===== src/rtl/alu_issue_ctrl.sv =====
// ---------------------------------------------------------------------------
// alu_issue_ctrl
// Initiator side of the ALU interface in the multi-cycle datapath. Accepts one
// decoded MIPS instruction per request, drives ALUCtrl/BusA/BusB into the
// combinational ALU, holds them for SETTLE cycles, then captures BusW/Zero
// into a registered response held until the consumer takes it.
//
// Parameters
//   SETTLE      cycles the ALU inputs are held before sampling (1..15)
// Ports
//   CLK, Reset                  clock (rising edge), async active-high reset
//   ReqValid/ReqReady           request handshake (ReqReady only in IDLE)
//   Opcode, Funct, Shamt, Imm   instruction fields
//   RsData, RtData              register operands
//   ALUCtrl, BusA, BusB         registered ALU op code and operands
//   BusW, Zero                  ALU result and zero flag
//   RespValid/RespReady         response handshake
//   Result, ResultZero          captured BusW / Zero
//   IllegalOp                   request did not decode (Result=0)
// ---------------------------------------------------------------------------
module alu_issue_ctrl #(
    parameter int SETTLE = 3
) (
    input  logic        CLK,
    input  logic        Reset,
    input  logic        ReqValid,
    output logic        ReqReady,
    input  logic [5:0]  Opcode,
    input  logic [5:0]  Funct,
    input  logic [4:0]  Shamt,
    input  logic [31:0] RsData,
    input  logic [31:0] RtData,
    input  logic [15:0] Imm,
    output logic [3:0]  ALUCtrl,
    output logic [31:0] BusA,
    output logic [31:0] BusB,
    input  logic [31:0] BusW,
    input  logic        Zero,
    output logic        RespValid,
    input  logic        RespReady,
    output logic [31:0] Result,
    output logic        ResultZero,
    output logic        IllegalOp
);

    typedef enum logic [1:0] {IDLE, WAIT, RESP} state_t;

    typedef struct packed {
        logic        legal;
        logic [3:0]  ctrl;
        logic [31:0] a;
        logic [31:0] b;
    } dec_t;

    localparam logic [3:0] LAST_WAIT = 4'(SETTLE - 1);

    state_t     state;
    state_t     stateNext;
    logic [3:0] waitCnt;
    logic       accept;
    dec_t       dec;

    function automatic dec_t decode(input logic [5:0]  op,
                                    input logic [5:0]  fn,
                                    input logic [4:0]  sh,
                                    input logic [31:0] rs,
                                    input logic [31:0] rt,
                                    input logic [15:0] imm);
        dec_t        d;
        logic [31:0] sext;
        logic [31:0] zext;
        sext    = {{16{imm[15]}}, imm};
        zext    = {16'b0, imm};
        d.legal = 1'b1;
        d.ctrl  = 4'b0000;
        d.a     = rs;
        d.b     = rt;
        case (op)
            6'h00: begin
                case (fn)
                    6'h20: d.ctrl = 4'b0010;
                    6'h21: d.ctrl = 4'b1000;
                    6'h22: d.ctrl = 4'b0110;
                    6'h23: d.ctrl = 4'b1001;
                    6'h24: d.ctrl = 4'b0000;
                    6'h25: d.ctrl = 4'b0001;
                    6'h26: d.ctrl = 4'b1010;
                    6'h27: d.ctrl = 4'b1100;
                    6'h2A: d.ctrl = 4'b0111;
                    6'h2B: d.ctrl = 4'b1011;
                    // Shifts operate on rt by the shamt field
                    6'h00: begin d.ctrl = 4'b0011; d.a = rt; d.b = {27'b0, sh}; end
                    6'h02: begin d.ctrl = 4'b0100; d.a = rt; d.b = {27'b0, sh}; end
                    6'h03: begin d.ctrl = 4'b1101; d.a = rt; d.b = {27'b0, sh}; end
                    default: d.legal = 1'b0;
                endcase
            end
            6'h08: begin d.ctrl = 4'b0010; d.b = sext; end
            6'h09: begin d.ctrl = 4'b1000; d.b = sext; end
            6'h0A: begin d.ctrl = 4'b0111; d.b = sext; end
            6'h0B: begin d.ctrl = 4'b1011; d.b = sext; end
            6'h0C: begin d.ctrl = 4'b0000; d.b = zext; end
            6'h0D: begin d.ctrl = 4'b0001; d.b = zext; end
            6'h0E: begin d.ctrl = 4'b1010; d.b = zext; end
            6'h0F: begin d.ctrl = 4'b1110; d.b = zext; end
            // Branch compare: equality is read from the ALU zero flag
            6'h04, 6'h05: begin d.ctrl = 4'b0110; d.b = rt; end
            default: d.legal = 1'b0;
        endcase
        return d;
    endfunction

    assign ReqReady  = (state == IDLE) & ~Reset;
    assign accept    = ReqValid & ReqReady;
    assign RespValid = (state == RESP);
    assign dec       = decode(Opcode, Funct, Shamt, RsData, RtData, Imm);

    always_ff @(posedge CLK or posedge Reset) begin
        if (Reset) state <= IDLE;
        else       state <= stateNext;
    end

    always_comb begin
        stateNext = state;
        case (state)
            IDLE: if (accept) stateNext = dec.legal ? WAIT : RESP;
            WAIT: if (waitCnt == LAST_WAIT) stateNext = RESP;
            RESP: if (RespReady) stateNext = IDLE;
            default: stateNext = IDLE;
        endcase
    end

    // Issue stage: operands latched on accept, response captured after settle
    always_ff @(posedge CLK or posedge Reset) begin
        if (Reset) begin
            ALUCtrl    <= 4'b0;
            BusA       <= 32'b0;
            BusB       <= 32'b0;
            Result     <= 32'b0;
            ResultZero <= 1'b0;
            IllegalOp  <= 1'b0;
            waitCnt    <= 4'b0;
        end else begin
            if (accept) begin
                if (dec.legal) begin
                    ALUCtrl <= dec.ctrl;
                    BusA    <= dec.a;
                    BusB    <= dec.b;
                    waitCnt <= 4'b0;
                end else begin
                    // Illegal ops skip the ALU entirely; its inputs keep the last op
                    IllegalOp  <= 1'b1;
                    Result     <= 32'b0;
                    ResultZero <= 1'b0;
                end
            end
            if (state == WAIT) begin
                if (waitCnt == LAST_WAIT) begin
                    Result     <= BusW;
                    ResultZero <= Zero;
                    IllegalOp  <= 1'b0;
                end else begin
                    waitCnt <= waitCnt + 4'd1;
                end
            end
        end
    end

endmodule


===== config.mk =====
export PLATFORM = sky130hd
export DESIGN_NAME = alu_issue_ctrl
export DESIGN_NICKNAME = d
export VERILOG_FILES = /design/src/rtl/alu_issue_ctrl.sv
export SDC_FILE = /design/constraint.sdc
export NUM_CORES = 1
export LEC_CHECK = 0
export ABC_AREA = 1
export BUFFER_PORTS_ARGS = -buffer_cell sky130_fd_sc_hd__buf_2
export CORE_MARGIN = 2
export CORE_UTILIZATION = 29
export DETAILED_ROUTE_END_ITERATION = 8
export SYNTH_ARGS = -nofsm -noshare
export SYNTH_HDL_FRONTEND = slang
export SYNTH_SLANG_ARGS = --single-unit
export TNS_END_PERCENT = 10

===== constraint.sdc =====
create_clock -name CLK -period 7.7 [get_ports CLK]
set_input_delay 0 -clock CLK [delete_from_list [all_inputs] [get_ports CLK]]
set_output_delay 0 -clock CLK [all_outputs]
set_load 0.05 [all_outputs]

== Yosys cells after proc, flatten, opt, wreduce, memory -nomap -nowiden ==
Index checks and enable logic that the tools add are counted.
W data, S select, Z words.
Word-level totals
  word-level logic and storage cells: 79
  input bits: 134
  output and inout port bits: 104
  flip-flop bits (word level): 108
Operators by class
  reduce and logical (&&, ||, !) cells: 11
  bitwise operators: 3
  add/sub/neg operators: 1
  mux-type cells: 28
  equality and inequality tests: 28
Operators by type and width (number)
  $mux W32: 5
  $pmux W32 S3: 1
  $mux W64: 1
  $eq A6 B6 Y1 const B: 10
  $eq A6 B4 Y1 const B: 8
  $pmux W4 S12: 1
  $pmux W4 S9: 1
  $mux W4: 4
  $reduce_or A13 Y1: 1
  $eq A6 B2 Y1 const B: 2
  $eq A6 B3 Y1 const B: 2
  $logic_not A6 Y1: 2
  $reduce_or A10 Y1: 1
  $mux W1: 9
  $mux W2: 4
  $reduce_or A4 Y1: 2
  $pmux W2 S3: 1
  $add A4 B1 Y4 const B: 1
  $eq A4 B2 Y1 const B: 1
  $ne A2 B2 Y1 const B: 2
  $reduce_and A3 Y1: 1
  $reduce_or A3 Y1: 1
  $and A1 B1 Y1: 2
  $eq A2 B1 Y1 const B: 1
  other kinds (7): 7

== Logic depth before layout (Yosys ltp) ==
  depth after elaboration: 8
  depth in mapped cells: 11
  depth with buffers taken out: 11

== Worst setup path after synthesis ==
OpenSTA, ideal clock, no wires.
  path kind: register to register
  from: reg waitCnt[0]
  to: reg Result[10]
  period minus slack after synthesis: 1.467 ns
  path slack: 6.233 ns
  arrival time: 1.347 ns
  cell stages (with the launch flop): 9
  buffers on the path: 1
  data required time: 7.580 ns
  setup time: 0.120 ns
  cell sequence: dfrtp_1 inv_1 ha_1 nand2_1 nor2_2 inv_1 clkbuf_1 nand3_1 nand2_1
Between the ends
  word-level cells in the longest chain between the ends: 3
Ends and longest elaborated chain
  from (decl): line 59  | logic [3:0] waitCnt;
  from (signal assigned): line 163  | waitCnt <= waitCnt + 4'd1;
  $eq A4 B2 Y1: line 158  | if (waitCnt == LAST_WAIT) begin
  $mux W32: line 158
  $mux W32: line 157  | if (state == WAIT) begin
  to (signal assigned): line 159  | Result <= BusW;
  to (decl): line 41  | output logic [31:0] Result,
No other way between the ends.
A chain may end at the register's enable or synchronous reset.

== Worst setup path after layout ==
  from: in Funct[1]
  to: reg Result[14]
Between the ends
  word-level cells in the longest chain between the ends: 8
  elaborated cells on any way between the ends: 20
  classes of those cells: eq/ne: 12; mux: 6; reduce/logical: 2
Ends and longest elaborated chain
  from (decl): line 29  | input logic [5:0] Funct,
  $eq A6 B2 Y1 (tied with other cells): line 80  | case (fn)
  $reduce_or A13 Y1 (no line) *
  $mux W1 *: line 80
  $pmux W1 S2 *: line 78  | case (op)
  $mux W32 *: line 145  | if (dec.legal) begin
  $mux W32 *: line 144  | if (accept) begin
  $mux W32: line 158
  $mux W32 *: line 157
Every way passes the cells marked *; elsewhere a longest branch is shown, timed or not.

==> metrics.txt <==
# TYPE chip_impl_metric gauge
chip_impl_metric{name="static-leakage-power",unit="uW"} 0.00496
chip_impl_metric{name="max-slew-margin-rel",unit=""} 0.298
chip_impl_metric{name="core.rowCount",unit=""} 51
chip_impl_metric{name="final_min_period_over_clock_period",unit=""} 0.338
chip_impl_info{name="synth.largest_area_cell",value="dfrtp_1"} 1
chip_impl_metric{name="ys.warnings.count",unit=""} 0
chip_impl_metric{name="num_io_pins",unit=""} 238
chip_impl_metric{name="grt_pass1_wl",unit="um"} 29900
chip_impl_metric{name="chipHeight",unit="um"} 144
chip_impl_metric{name="die_area",unit="mm^2"} 0.0206
chip_impl_metric{name="postSynthCellCount",unit=""} 785
chip_impl_metric{name="cts-htree-levels",unit=""} 3
chip_impl_metric{name="cts_setup_buffers",unit=""} 0
chip_impl_metric{name="ys_ff_latch",unit=""} 108
chip_impl_metric{name="synthesis.area_per_instance",unit="um^2"} 7.21
chip_impl_metric{name="fraction_of_the_yosys_area_taken_by_sequential_cells",unit=""} 0.478
chip_impl_metric{name="netSwitchingPower",unit="uW"} 1360
chip_impl_info{name="result_of_the_run",value="finished clean"} 1
chip_impl_metric{name="post-route-util",unit=""} 0.436
chip_impl_info{name="clk_root_buffer_cell",value="clkbuf_16"} 1
chip_impl_metric{name="drt.antenna.violating_nets",unit=""} 0
chip_impl_metric{name="share_comb_of_total_power",unit=""} 0.489
chip_impl_info{name="rr_startpoint",value="state[1]$_DFFE_PP0P_"} 1
chip_impl_metric{name="total_number_of_vias",unit=""} 6263
chip_impl_metric{name="place_congestion",unit=""} 0.844
chip_impl_metric{name="post-synth-top-area-fraction",unit=""} 0.478
chip_impl_metric{name="grt-ovfl-total",unit=""} 0
chip_impl_metric{name="clkLatencyLatePin",unit="ns"} 0.35
chip_impl_info{name="worst_hold_startpoint",value="RtData[24]"} 1
chip_impl_metric{name="arrival",unit="ns"} 2.84
chip_impl_metric{name="setup_skew",unit="ns"} 0.00667
chip_impl_metric{name="internal_power",unit="uW"} 1310
chip_impl_metric{name="detailedPlacementHpwl",unit="um"} 12800
chip_impl_metric{name="seq_power_share",unit=""} 0.329
chip_impl_info{name="worstSetupStartpointType",value="input pin"} 1
chip_impl_metric{name="setup_tns",unit="ns"} 0
chip_impl_metric{name="synth.distinct_cells",unit=""} 28
chip_impl_metric{name="initial_utilization",unit=""} 0.293
chip_impl_metric{name="power.density",unit="mW/mm^2"} 317
chip_impl_metric{name="layout-area-overhead-vs-synth",unit="%"} 49.1
chip_impl_metric{name="number_of_antenna_violations_at_the_first_check_in_global_routing",unit=""} 3
chip_impl_info{name="path_class",value="input pin to register"} 1
chip_impl_metric{name="wl",unit="um"} 19900
chip_impl_metric{name="drt_iter0_drc",unit=""} 337
chip_impl_metric{name="maxCapViolations",unit=""} 0
chip_impl_info{name="synthTopCellsByArea",value="dfrtp_1, nand2_1, nand3_1"} 1
chip_impl_metric{name="switching_part_of_the_total_power",unit=""} 0.510
chip_impl_metric{name="drive_gt1_frac",unit=""} 0.247
chip_impl_metric{name="finalSetupViolCount",unit=""} 0
chip_impl_metric{name="layout.nets",unit=""} 1250
chip_impl_metric{name="maxClockFrequency",unit="MHz"} 384
chip_impl_metric{name="routed_via_density",unit=""} 4.52
chip_impl_info{name="rsz0062_at_grt",value="no"} 1
chip_impl_metric{name="grt_pass1_vias",unit=""} 5874
chip_impl_info{name="cts_tree",value="yes"} 1
chip_impl_metric{name="coreArea",unit="mm^2"} 0.0193
chip_impl_metric{name="numClockSinks",unit=""} 108
chip_impl_metric{name="finalHoldViolCount",unit=""} 0
chip_impl_metric{name="worstPathRequired",unit="ns"} 7.93
chip_impl_info{name="endpoint_kind",value="register"} 1
chip_impl_metric{name="placement.io_buffers",unit=""} 237
chip_impl_metric{name="clkPwrFrac",unit=""} 0.181
chip_impl_metric{name="report.final.slew_viol_count",unit=""} 0
chip_impl_metric{name="clk_slew_on_worst_s_h_paths",unit="ns"} 0.08
chip_impl_metric{name="maximum_ir_drop_on_the_vdd_rail",unit="uV"} 171
chip_impl_metric{name="floorplan.die.width",unit="um"} 144
chip_impl_metric{name="numCtsBuffers",unit=""} 9
chip_impl_metric{name="path_max_fanout",unit=""} 65
chip_impl_metric{name="finalWorstPathRequiredPeriod",unit="ns"} 2.60
chip_impl_metric{name="firstDrtPassIters",unit=""} 5
chip_impl_metric{name="post_synth_instance_area",unit="mm^2"} 0.00566
chip_impl_metric{name="groute.usage.overall",unit=""} 0.185
chip_impl_metric{name="clock_path_buffers",unit=""} 2
chip_impl_metric{name="fill_cells",unit=""} 1920
chip_impl_metric{name="max_slew.worst_pin.slew",unit="ns"} 1.05
chip_impl_info{name="timing.hold.worst.class",value="input pin to register"} 1
chip_impl_metric{name="syn_nets",unit=""} 921
chip_impl_metric{name="avgRoutedWirePerCell",unit="um"} 14.3
chip_impl_metric{name="grt_start_max_net_pins",unit=""} 74
chip_impl_info{name="startpoint",value="Funct[1]"} 1
chip_impl_metric{name="drc",unit=""} 0
power by group through the flow:
stage / Combinational (uW) / Clock, uW / Sequential (uW)
2_1_floorplan: 255 / 0 / 1570
3_3_place_gp: 1250 / 0 / 884
3_5_place_dp: 1270 / 0 / 887
4_1_cts: 1310 / 505 / 880
5_1_grt: 1390 / 525 / 907
6_report: 1310 / 486 / 882
critical path, cell delays in order:
cell and delay, ns:
buf_2 0.15, nor2_1 0.07, nand3_2 0.09, nand2_2 0.45
nand2_2 0.23, buf_4 0.54, nand4_2 0.86, nand3_1 0.31
nand2_1 0.10
metal layers:
| metal | track usage | vias up | wire [um] | part of all wire |
|---|---|---|---|---|
| met4 | 0.0439 | 2 | 196 | 0.0099 |
| met1 | 0.235 | 2879 | 8760 | 0.44 |
| met5 | 0 | - | 10 | 0.00050 |
| met3 | 0.0463 | 16 | 1520 | 0.077 |
| li1 | - | 3114 | - | - |
| met2 | 0.315 | 252 | 9360 | 0.47 |
kinds of logic after synthesis:
kind of cell	synth area share
adders and majority gates	0.00442
and+or+nand+nor	0.423
DFF	0.478
xor gates and xnor gates	0.00310
AOI/OAI and AO/OA	0.0146
buffers and inverters	0.0776
cell usage after synthesis:
master / number
buf_6: 13
dfrtp_1: 108
nand3_2: 3
ha_1: 2
nor3b_2: 1
nor3_1: 1
xnor2_1: 1
nor2_2: 3
nand2_2: 3
xor2_1: 1
nand3b_1: 1
nor4_1: 1
nor2_4: 2
clkbuf_1: 13
o21ai_0: 9
nand4_1: 3
or2_2: 1
nor2_1: 16
a21oi_1: 6
inv_2: 1
buf_8: 1
nand4_2: 1
inv_4: 1
o211ai_1: 1
inv_1: 37
buf_2: 16
nand2_1: 419
nand3_1: 120
registers in the layout (all words and copies together), names as in the netlist:
name,count
BusB,32
waitCnt,4
ALUCtrl,4
ResultZero,1
IllegalOp,1
BusA,32
state,2
Result,32
layout by cell type, fill, tap and decap left out, types with 2 or more instances in the layout:
cell type        n
a21oi_1          6
buf_2          237
buf_4            6
clkbuf_16        9
clkinv_8         2
dfrtp_1        108
diode_2          2
dlygate4sd3_1  118
ha_1             2
inv_1           36
inv_4            2
inv_6            3
nand2_1        419
nand2_2          3
nand3_1        120
nand3_2          3
nand4_1          3
nor2_1          16
nor2_2           2
nor2_4           3
o21ai_0          9
cell type report:
type	count	area (um^2)	share of cell area
inverters	39	151	0.0179
multi-input cells	595	2520	0.299
repair buffers	361	2410	0.286
clock inverters	7	86.3	0.0102
flip-flops and latches	108	2700	0.320
diodes	2	5.00	0.000593
clock buffers	9	225	0.0267
well taps	265	332	0.0393
timing repair:
item / 4_1_cts / 5_1_grt
hold endpoints to repair: 130 / 0
gates resized for setup: 0 / 0
hold buffers: 118 / 0
path summary, 6_finish.rpt:
path / cells after the start / slack, ns / endpoint
worst max-delay path: 9 / 5.10 / Result[14]$_DFF_PP0_
worst min-delay path: 5 / 0.01 / BusB[24]$_DFFE_PP0P_
worst max register to register: 6 / 5.46 / Result[14]$_DFF_PP0_
worst min register to register: 2 / 0.48 / BusB[1]$_DFFE_PP0P_
max in group asynchronous: 4 / 6.14 / BusB[17]$_DFFE_PP0P_
min in group asynchronous: 3 / 0.23 / Result[29]$_DFF_PP0_
through the flow:
step | cells | worst slack [ns] | power (uW) | hold WS, ns | cell area, um^2
finish | 1386 | 5.10 | 2680 | 0.00954 | 8440
global route | 1386 | 4.85 | 2830 | 0.0153 | 8440
global placement | 1250 | 4.77 | 2140 | 0.0834 | 6940
CTS | 1384 | 5.17 | 2700 | 0.00159 | 8430
detailed placement | 1250 | 4.78 | 2150 | 0.0814 | 6940
floorplan | 785 | 4.85 | 1820 | 0.117 | 5660
Note: power is estimated with default switching activity, not from simulation.
